===== config.mk =====
export PLATFORM = sky130hd
export DESIGN_NAME = cache_line_ctrl
export DESIGN_NICKNAME = d
export VERILOG_FILES = /design/src/rtl/cache_line_ctrl.sv
export SDC_FILE = /design/constraint.sdc
export NUM_CORES = 1
export LEC_CHECK = 0
export CAP_MARGIN = 40
export CORE_AREA = 2 2 39 41
export CTS_BUF_LIST = sky130_fd_sc_hd__clkbuf_8
export DETAILED_ROUTE_END_ITERATION = 6
export DIE_AREA = 0 0 41 43
export MAX_ROUTING_LAYER = met4
export PLACE_DENSITY = 0.63
export SLEW_MARGIN = 20
export SYNTH_ARGS = -nofsm -noshare
export SYNTH_HDL_FRONTEND = slang
export SYNTH_SLANG_ARGS = --single-unit

===== constraint.sdc =====
create_clock -name clk -period 3.7 [get_ports clk]
set_input_delay 0.37 -clock clk [delete_from_list [all_inputs] [get_ports clk]]
set_output_delay 0.37 -clock clk [all_outputs]
set_load 0.01 [all_outputs]

===== src/rtl/cache_line_ctrl.sv =====
// Write-back cache line controller: serves hits, writes back dirty victims and refills lines beat by beat.
// Optional perf counters (hit/miss/writeback) are built only when CACHE_LINE_CTRL_PERF_EN is defined.
module cache_line_ctrl #(
  parameter int MEM_LATENCY = 4,
  parameter int LINE_WORDS  = 1,
  parameter int WIDX        = (LINE_WORDS > 1) ? $clog2(LINE_WORDS) : 1
) (
  input  logic            clk,
  input  logic            rst_b,
  input  logic            req_valid,
  input  logic            req_we,
  input  logic            hit,
  input  logic            dirty,
  output logic            stall,
  output logic            reg_write_enable,
  output logic            cache_we,
  output logic            cache_in_select,
  output logic            dirty_set,
  output logic            dirty_clr,
  output logic            mem_we,
  output logic            mem_re,
  output logic            mem_in_select,
  output logic [WIDX-1:0] word_idx
`ifdef CACHE_LINE_CTRL_PERF_EN
  ,
  output logic [31:0]     hit_count,
  output logic [31:0]     miss_count,
  output logic [31:0]     wb_count
`endif
);

  localparam int CW = (MEM_LATENCY > 1) ? $clog2(MEM_LATENCY) : 1;
  localparam logic [CW-1:0]   CYC_LAST  = CW'(MEM_LATENCY - 1);
  localparam logic [WIDX-1:0] BEAT_LAST = WIDX'(LINE_WORDS - 1);

  typedef enum logic [1:0] {
    IDLE   = 2'd0,
    WB     = 2'd1,
    REFILL = 2'd2
  } state_t;

  state_t          state_q, state_d;
  logic [CW-1:0]   cyc_q, cyc_d;
  logic [WIDX-1:0] beat_q, beat_d;
  logic            cyc_last, beat_last;

  assign cyc_last  = (cyc_q == CYC_LAST);
  assign beat_last = (beat_q == BEAT_LAST);

  always_ff @(posedge clk) begin
    if (!rst_b) begin
      state_q <= IDLE;
      cyc_q   <= '0;
      beat_q  <= '0;
    end else begin
      state_q <= state_d;
      cyc_q   <= cyc_d;
      beat_q  <= beat_d;
    end
  end

  always_comb begin
    state_d          = state_q;
    cyc_d            = cyc_q;
    beat_d           = beat_q;
    stall            = 1'b0;
    reg_write_enable = 1'b0;
    cache_we         = 1'b0;
    cache_in_select  = 1'b0;
    dirty_set        = 1'b0;
    dirty_clr        = 1'b0;
    mem_we           = 1'b0;
    mem_re           = 1'b0;
    mem_in_select    = 1'b0;
    word_idx         = beat_q;

    case (state_q)
      IDLE: begin
        if (req_valid) begin
          if (hit) begin
            if (req_we) begin
              cache_we        = 1'b1;
              cache_in_select = 1'b1;
              dirty_set       = 1'b1;
            end else begin
              reg_write_enable = 1'b1;
            end
          end else begin
            stall   = 1'b1;
            state_d = dirty ? WB : REFILL;
            cyc_d   = '0;
            beat_d  = '0;
          end
        end
      end

      WB: begin
        stall         = 1'b1;
        mem_in_select = 1'b1;
        mem_we        = (cyc_q == '0);
        if (cyc_last) begin
          cyc_d = '0;
          if (beat_last) begin
            state_d = REFILL;
            beat_d  = '0;
          end else begin
            beat_d = beat_q + 1'b1;
          end
        end else begin
          cyc_d = cyc_q + 1'b1;
        end
      end

      REFILL: begin
        stall  = 1'b1;
        mem_re = (cyc_q == '0);
        if (cyc_last) begin
          // Memory data is valid on the last cycle of the beat.
          cache_we = 1'b1;
          cyc_d    = '0;
          if (beat_last) begin
            dirty_clr = 1'b1;
            state_d   = IDLE;
            beat_d    = '0;
          end else begin
            beat_d = beat_q + 1'b1;
          end
        end else begin
          cyc_d = cyc_q + 1'b1;
        end
      end

      default: begin
        state_d = IDLE;
        cyc_d   = '0;
        beat_d  = '0;
      end
    endcase
  end

`ifdef CACHE_LINE_CTRL_PERF_EN
  // Marks the IDLE cycle right after a refill so the replayed hit is not counted.
  logic replay_q;

  always_ff @(posedge clk) begin
    if (!rst_b) begin
      replay_q   <= 1'b0;
      hit_count  <= '0;
      miss_count <= '0;
      wb_count   <= '0;
    end else begin
      replay_q <= (state_q == REFILL) && (state_d == IDLE);
      if ((state_q == IDLE) && req_valid && hit && !replay_q && (hit_count != '1))
        hit_count <= hit_count + 1'b1;
      if ((state_q == IDLE) && req_valid && !hit && (miss_count != '1))
        miss_count <= miss_count + 1'b1;
      if ((state_q != WB) && (state_d == WB) && (wb_count != '1))
        wb_count <= wb_count + 1'b1;
    end
  end
`endif

endmodule


Yosys cells after proc, flatten, opt, wreduce, memory -nomap -nowiden
Index checks and enable logic that the tools add are counted.

Word-level logic and storage cells: 57. Register bits after elaboration: 5. Input port bits: 6. Output and inout port bits: 10.

Equality and inequality tests: 10. $add $sub $neg: 2. Reductions and logical operators: 6. Muxes and demuxes: 36.

Operators with widths (number): 1-bit two-way mux (21); 2-bit two-way mux (10); 2-bit inequality test, second input constant (6); 1-bit case mux with 2 select lines (3); 2-bit case mux with 3 select lines (1); 6-bit AND reduction (1); 2-bit == test, second input constant (2); 2-bit logical NOT (2); 2-bit case mux with 2 select lines (1); 3-bit AND reduction (1); 2-bit by 1-bit adder with 2-bit output, second input constant (1); 2-bit by 1-bit == test with 1-bit output, second input constant (1); 2-bit by 1-bit inequality test with 1-bit output, second input constant (1); 2-bit AND reduction (1); 2-bit OR reduction (1); 1-bit adder, second input constant (1).

Depth between registers and ports, before layout
Word-level depth: 4. Mapped depth: 5.

Least setup slack after synthesis
OpenSTA, ideal clock, no wires.

Path kind: register to output. From: register state_q[0]. To: output port cache_we. Data arrival time: 1.220 ns. Data required time: 3.330 ns. Slack: 2.110 ns. Stages on the path, launching flop included: 6. Buffers on the path: 0. Path through: dfxtp_1 -> inv_1 -> ha_1 -> and4_2 -> a21oi_1 -> nor2_1.

Cells in the longest elaborated chain, start to end: 2.

RTL lines: start, declared (line 42) `state_t state_q, state_d;`; start signal, assigned (line 56) `state_q <= state_d;`; 2-bit == test / 2-bit logical NOT (equally long branches) (line 77) `case (state_q)`; 1-bit case mux with 2 select lines * (line 77); end, declared (line 16) `output logic cache_we,`.

Mark *: on every way between the ends. The rest lies on a longest branch, timed or not.

Final worst setup path
Ends and elaborated chain as after synthesis.

==> key figures <==
Floorplan
  – Die area: 0.00176 mm^2
  – Core Area: 0.00138 mm^2
  – Die X: 41 um
  – Rows: 14
  – Starting density of the core: 33.0%
  – Chip height: 43 um
  – Ports: 16

Placed design
  – Pre-CTS WS: 1420 ps
  – Placer Congestion: 0.835
  – Number of port buffers: 14
  – Hpwl dp: 717 um

Pwr
  – Sw frac: 39.1%
  – Clock power frac: 21.5%
  – Int Pwr: 0.000253 W
  – Maximum vdd ir drop: 0.233 mV
  – Psw: 0.000162 W
  – Leak: 0.272 nW
  – Combinational Power Share: 61.7%
  – PD cells: 644 mW/mm^2
  – Seq pwr share: 16.7%

Synthesis
  – Post-synth EDFFs: 0
  – Leading area contributor after synthesis: ha_1
  – Synth Register Bits: 4
  – Synth Warn #: 0
  – Synth area leaders: ha_1 25%, dfxtp_1 18%, inv_1 5.8%
  – Async SR Flop Fraction: 0%
  – Fraction of the yosys area taken by sequential cells: 17.5%
  – Mapped Nets: 70
  – Cell with the most instances after synthesis: ha_1
  – Mapped cell area: 457 um^2
  – Synth Instances: 55
  – Mean Syn Cell Area: 8.30 um^2
  – Synth top area share: 24.7%
  – List of most frequent post-synthesis cells: 9 x ha_1, 7 x inv_1, 4 x dfxtp_1, 4 x nand2_1, 4 x nor2_1
  – Top FF cell, synth: dfxtp_1
  – Library cells used by synthesis: 22

Clock tree
  – Cts hold-fix bufs: 0
  – Clock Path Buffers: 2
  – Post-CTS resize count: 0
  – H-tree depth: 1
  – CTS tree: yes
  – Post-CTS setup buffers: 0
  – Cts bufs inserted: 3
  – Root buffer cell: clkbuf_8
  – Clock sinks: 4
  – CTS clock-pin slew for the worst setup and hold paths: 30 ps
  – Clock latency on the worst-skew pair: 210 ps

Worst setup path
  – CP endpoint kind: output port
  – Slowest stage cell, crit path: clkdlybuf4s50_1
  – Crit-path max FO: 5
  – R2r startpoint: state_q[0]
  – CP required: 3330 ps
  – Worst path cell trace: inv_1, ha_1, and4_2, a21oi_1, nor2_1, clkdlybuf4s50_1
  – Crit path kind: flip-flop to output port
  – CP Launch Type: flip-flop
  – R2r setup slk: 2240 ps
  – Worst Setup SP: state_q[0]
  – R2R depth: 5
  – Data arrival, critical path: 1960 ps
  – Worst setup path end: cache_we
  – Reg2reg end: state_q[0]
  – Crit-path max cell delay: 530 ps

Routing
  – Routed WL per cell: 10.3 um
  – DRT Wirelength: 882 um
  – Vias per cell: 4.79
  – DRT iter0 DRCs: 5
  – # DRC: 0
  – 1st-pass router iterations: 3
  – DR vias: 412
  – Routed Antenna Nets: 0

Timing
  – Final Hold Violating Endpoints: 0
  – Final-report max-slew violation count: 0
  – Clk_skew: 2.49 ps
  – RSZ-0062 raised after global routing: no
  – Post-route setup TNS: 0 ps
  – Final setup margin: 1370 ps
  – Max Clk Rate: 0.428 GHz
  – Min cycle time layout: 2330 ps
  – # setup viols final: 0
  – Fin crit share: 63.1%

Global routing
  – GRT Util Overall: 13.0%
  – First-pass GRT wire length: 1.50 mm
  – Number of global-route vias before repair: 389
  – Largest net degree at the start of global routing: 7
  – Gr ovfl total: 0
  – Initial antenna violation count: 0

Final layout
  – Net count reported at finish: 87
  – ANT cells: 0
  – Area growth from synthesis to layout: 40.8%
  – Share of cells above drive strength 1: 14.3%

Job
  – Max-Cap Viols: 0

Status
  – Status: finished clean

Worst hold path
  – Hold Crit Class: flip-flop to flip-flop
[worst min path at each step]
stage / start / endpoint / slack (ps) / cells after the start
2_1_floorplan: cyc_q[1] / cyc_q[1] / 470 / 2
3_3_place_gp: cyc_q[1] / cyc_q[1] / 500 / 2
3_5_place_dp: cyc_q[1] / cyc_q[1] / 500 / 2
4_1_cts: cyc_q[1] / cyc_q[1] / 500 / 2
5_1_grt: cyc_q[1] / cyc_q[1] / 510 / 2
6_report: cyc_q[1] / cyc_q[1] / 490 / 2
[routing by layer]
layer	vias up	GRT usage [%]	share of wire [%]
met1	181	15.2	46
met5	-	-	0
li1	216	-	-
met2	15	19.1	46
met4	0	2.00	0
met3	0	7.85	8.3
[flip-flops by register name, indices dropped and copies added (netlist names)]
register	count
cyc_q	2
state_q	2
[critical path: cells and delay by family, from the launching register on]
| kind | cells | cell delay [ps] |
|---|---|---|
| buffers and inverters | 2 | 690 |
| and+or+nand+nor | 2 | 370 |
| DFF | 1 | 330 |
| adders and majority gates | 1 | 280 |
| AOI/OAI and AO/OA | 1 | 70 |
[power by group through the flow]
stage	Sequential [W]	Clock (W)	Combinational, W
3_3_place_gp	0.0000704	0	0.000255
5_1_grt	0.0000711	0.0000976	0.000289
4_1_cts	0.0000693	0.0000923	0.000258
2_1_floorplan	0.0000664	0	0.000178
3_5_place_dp	0.0000702	0	0.000257
6_report	0.0000693	0.0000893	0.000256
[cell families after synthesis]
group,Yosys count,share of synthesized area [%]
AOI/OAI and AO/OA,12,19.7
adders and majority gates,9,24.7
buffers and inverters,9,9.04
DFF,4,17.5
other,1,0.821
and+or+nand+nor,20,28.2
[per-stage QoR]
step / util (%) / total power [W] / instance area (um^2) / hold WS, ps / cells
after floorplan: - / 0.000244 / 457 / 466 / 55
after global placement: 43.5 / 0.000325 / 602 / 497 / 83
after detailed placement: 43.5 / 0.000327 / 602 / 496 / 83
after global routing: 46.5 / 0.000458 / 643 / 511 / 86
after CTS: 46.5 / 0.000419 / 643 / 500 / 86
final: 46.5 / 0.000414 / 643 / 494 / 86
[area by class of cell]
class | instances | area [um^2]
Timing Repair Buffer | 14 | 140
Multi-Input combinational cell | 42 | 335
Tap cell | 16 | 20.0
Sequential cell | 4 | 80.1
Fill cell | 151 | 741
Inverter | 7 | 26.3
Clock buffer | 3 | 41.3
[layout by cell type, fill, tap and decap left out, types with 2 or more instances in the layout]
| cell type | synthesis | layout |
|---|---|---|
| nand2_1 | 4 | 4 |
| clkdlybuf4s50_1 | 0 | 14 |
| a31oi_1 | 3 | 3 |
| clkbuf_8 | 0 | 3 |
| nand4_1 | 2 | 2 |
| o21ai_0 | 3 | 3 |
| ha_1 | 9 | 9 |
| a21oi_1 | 3 | 3 |
| dfxtp_1 | 4 | 4 |
| inv_1 | 7 | 7 |
| nor2_1 | 4 | 4 |
| and2_1 | 3 | 3 |
Power figures use the tool's default switching activity.
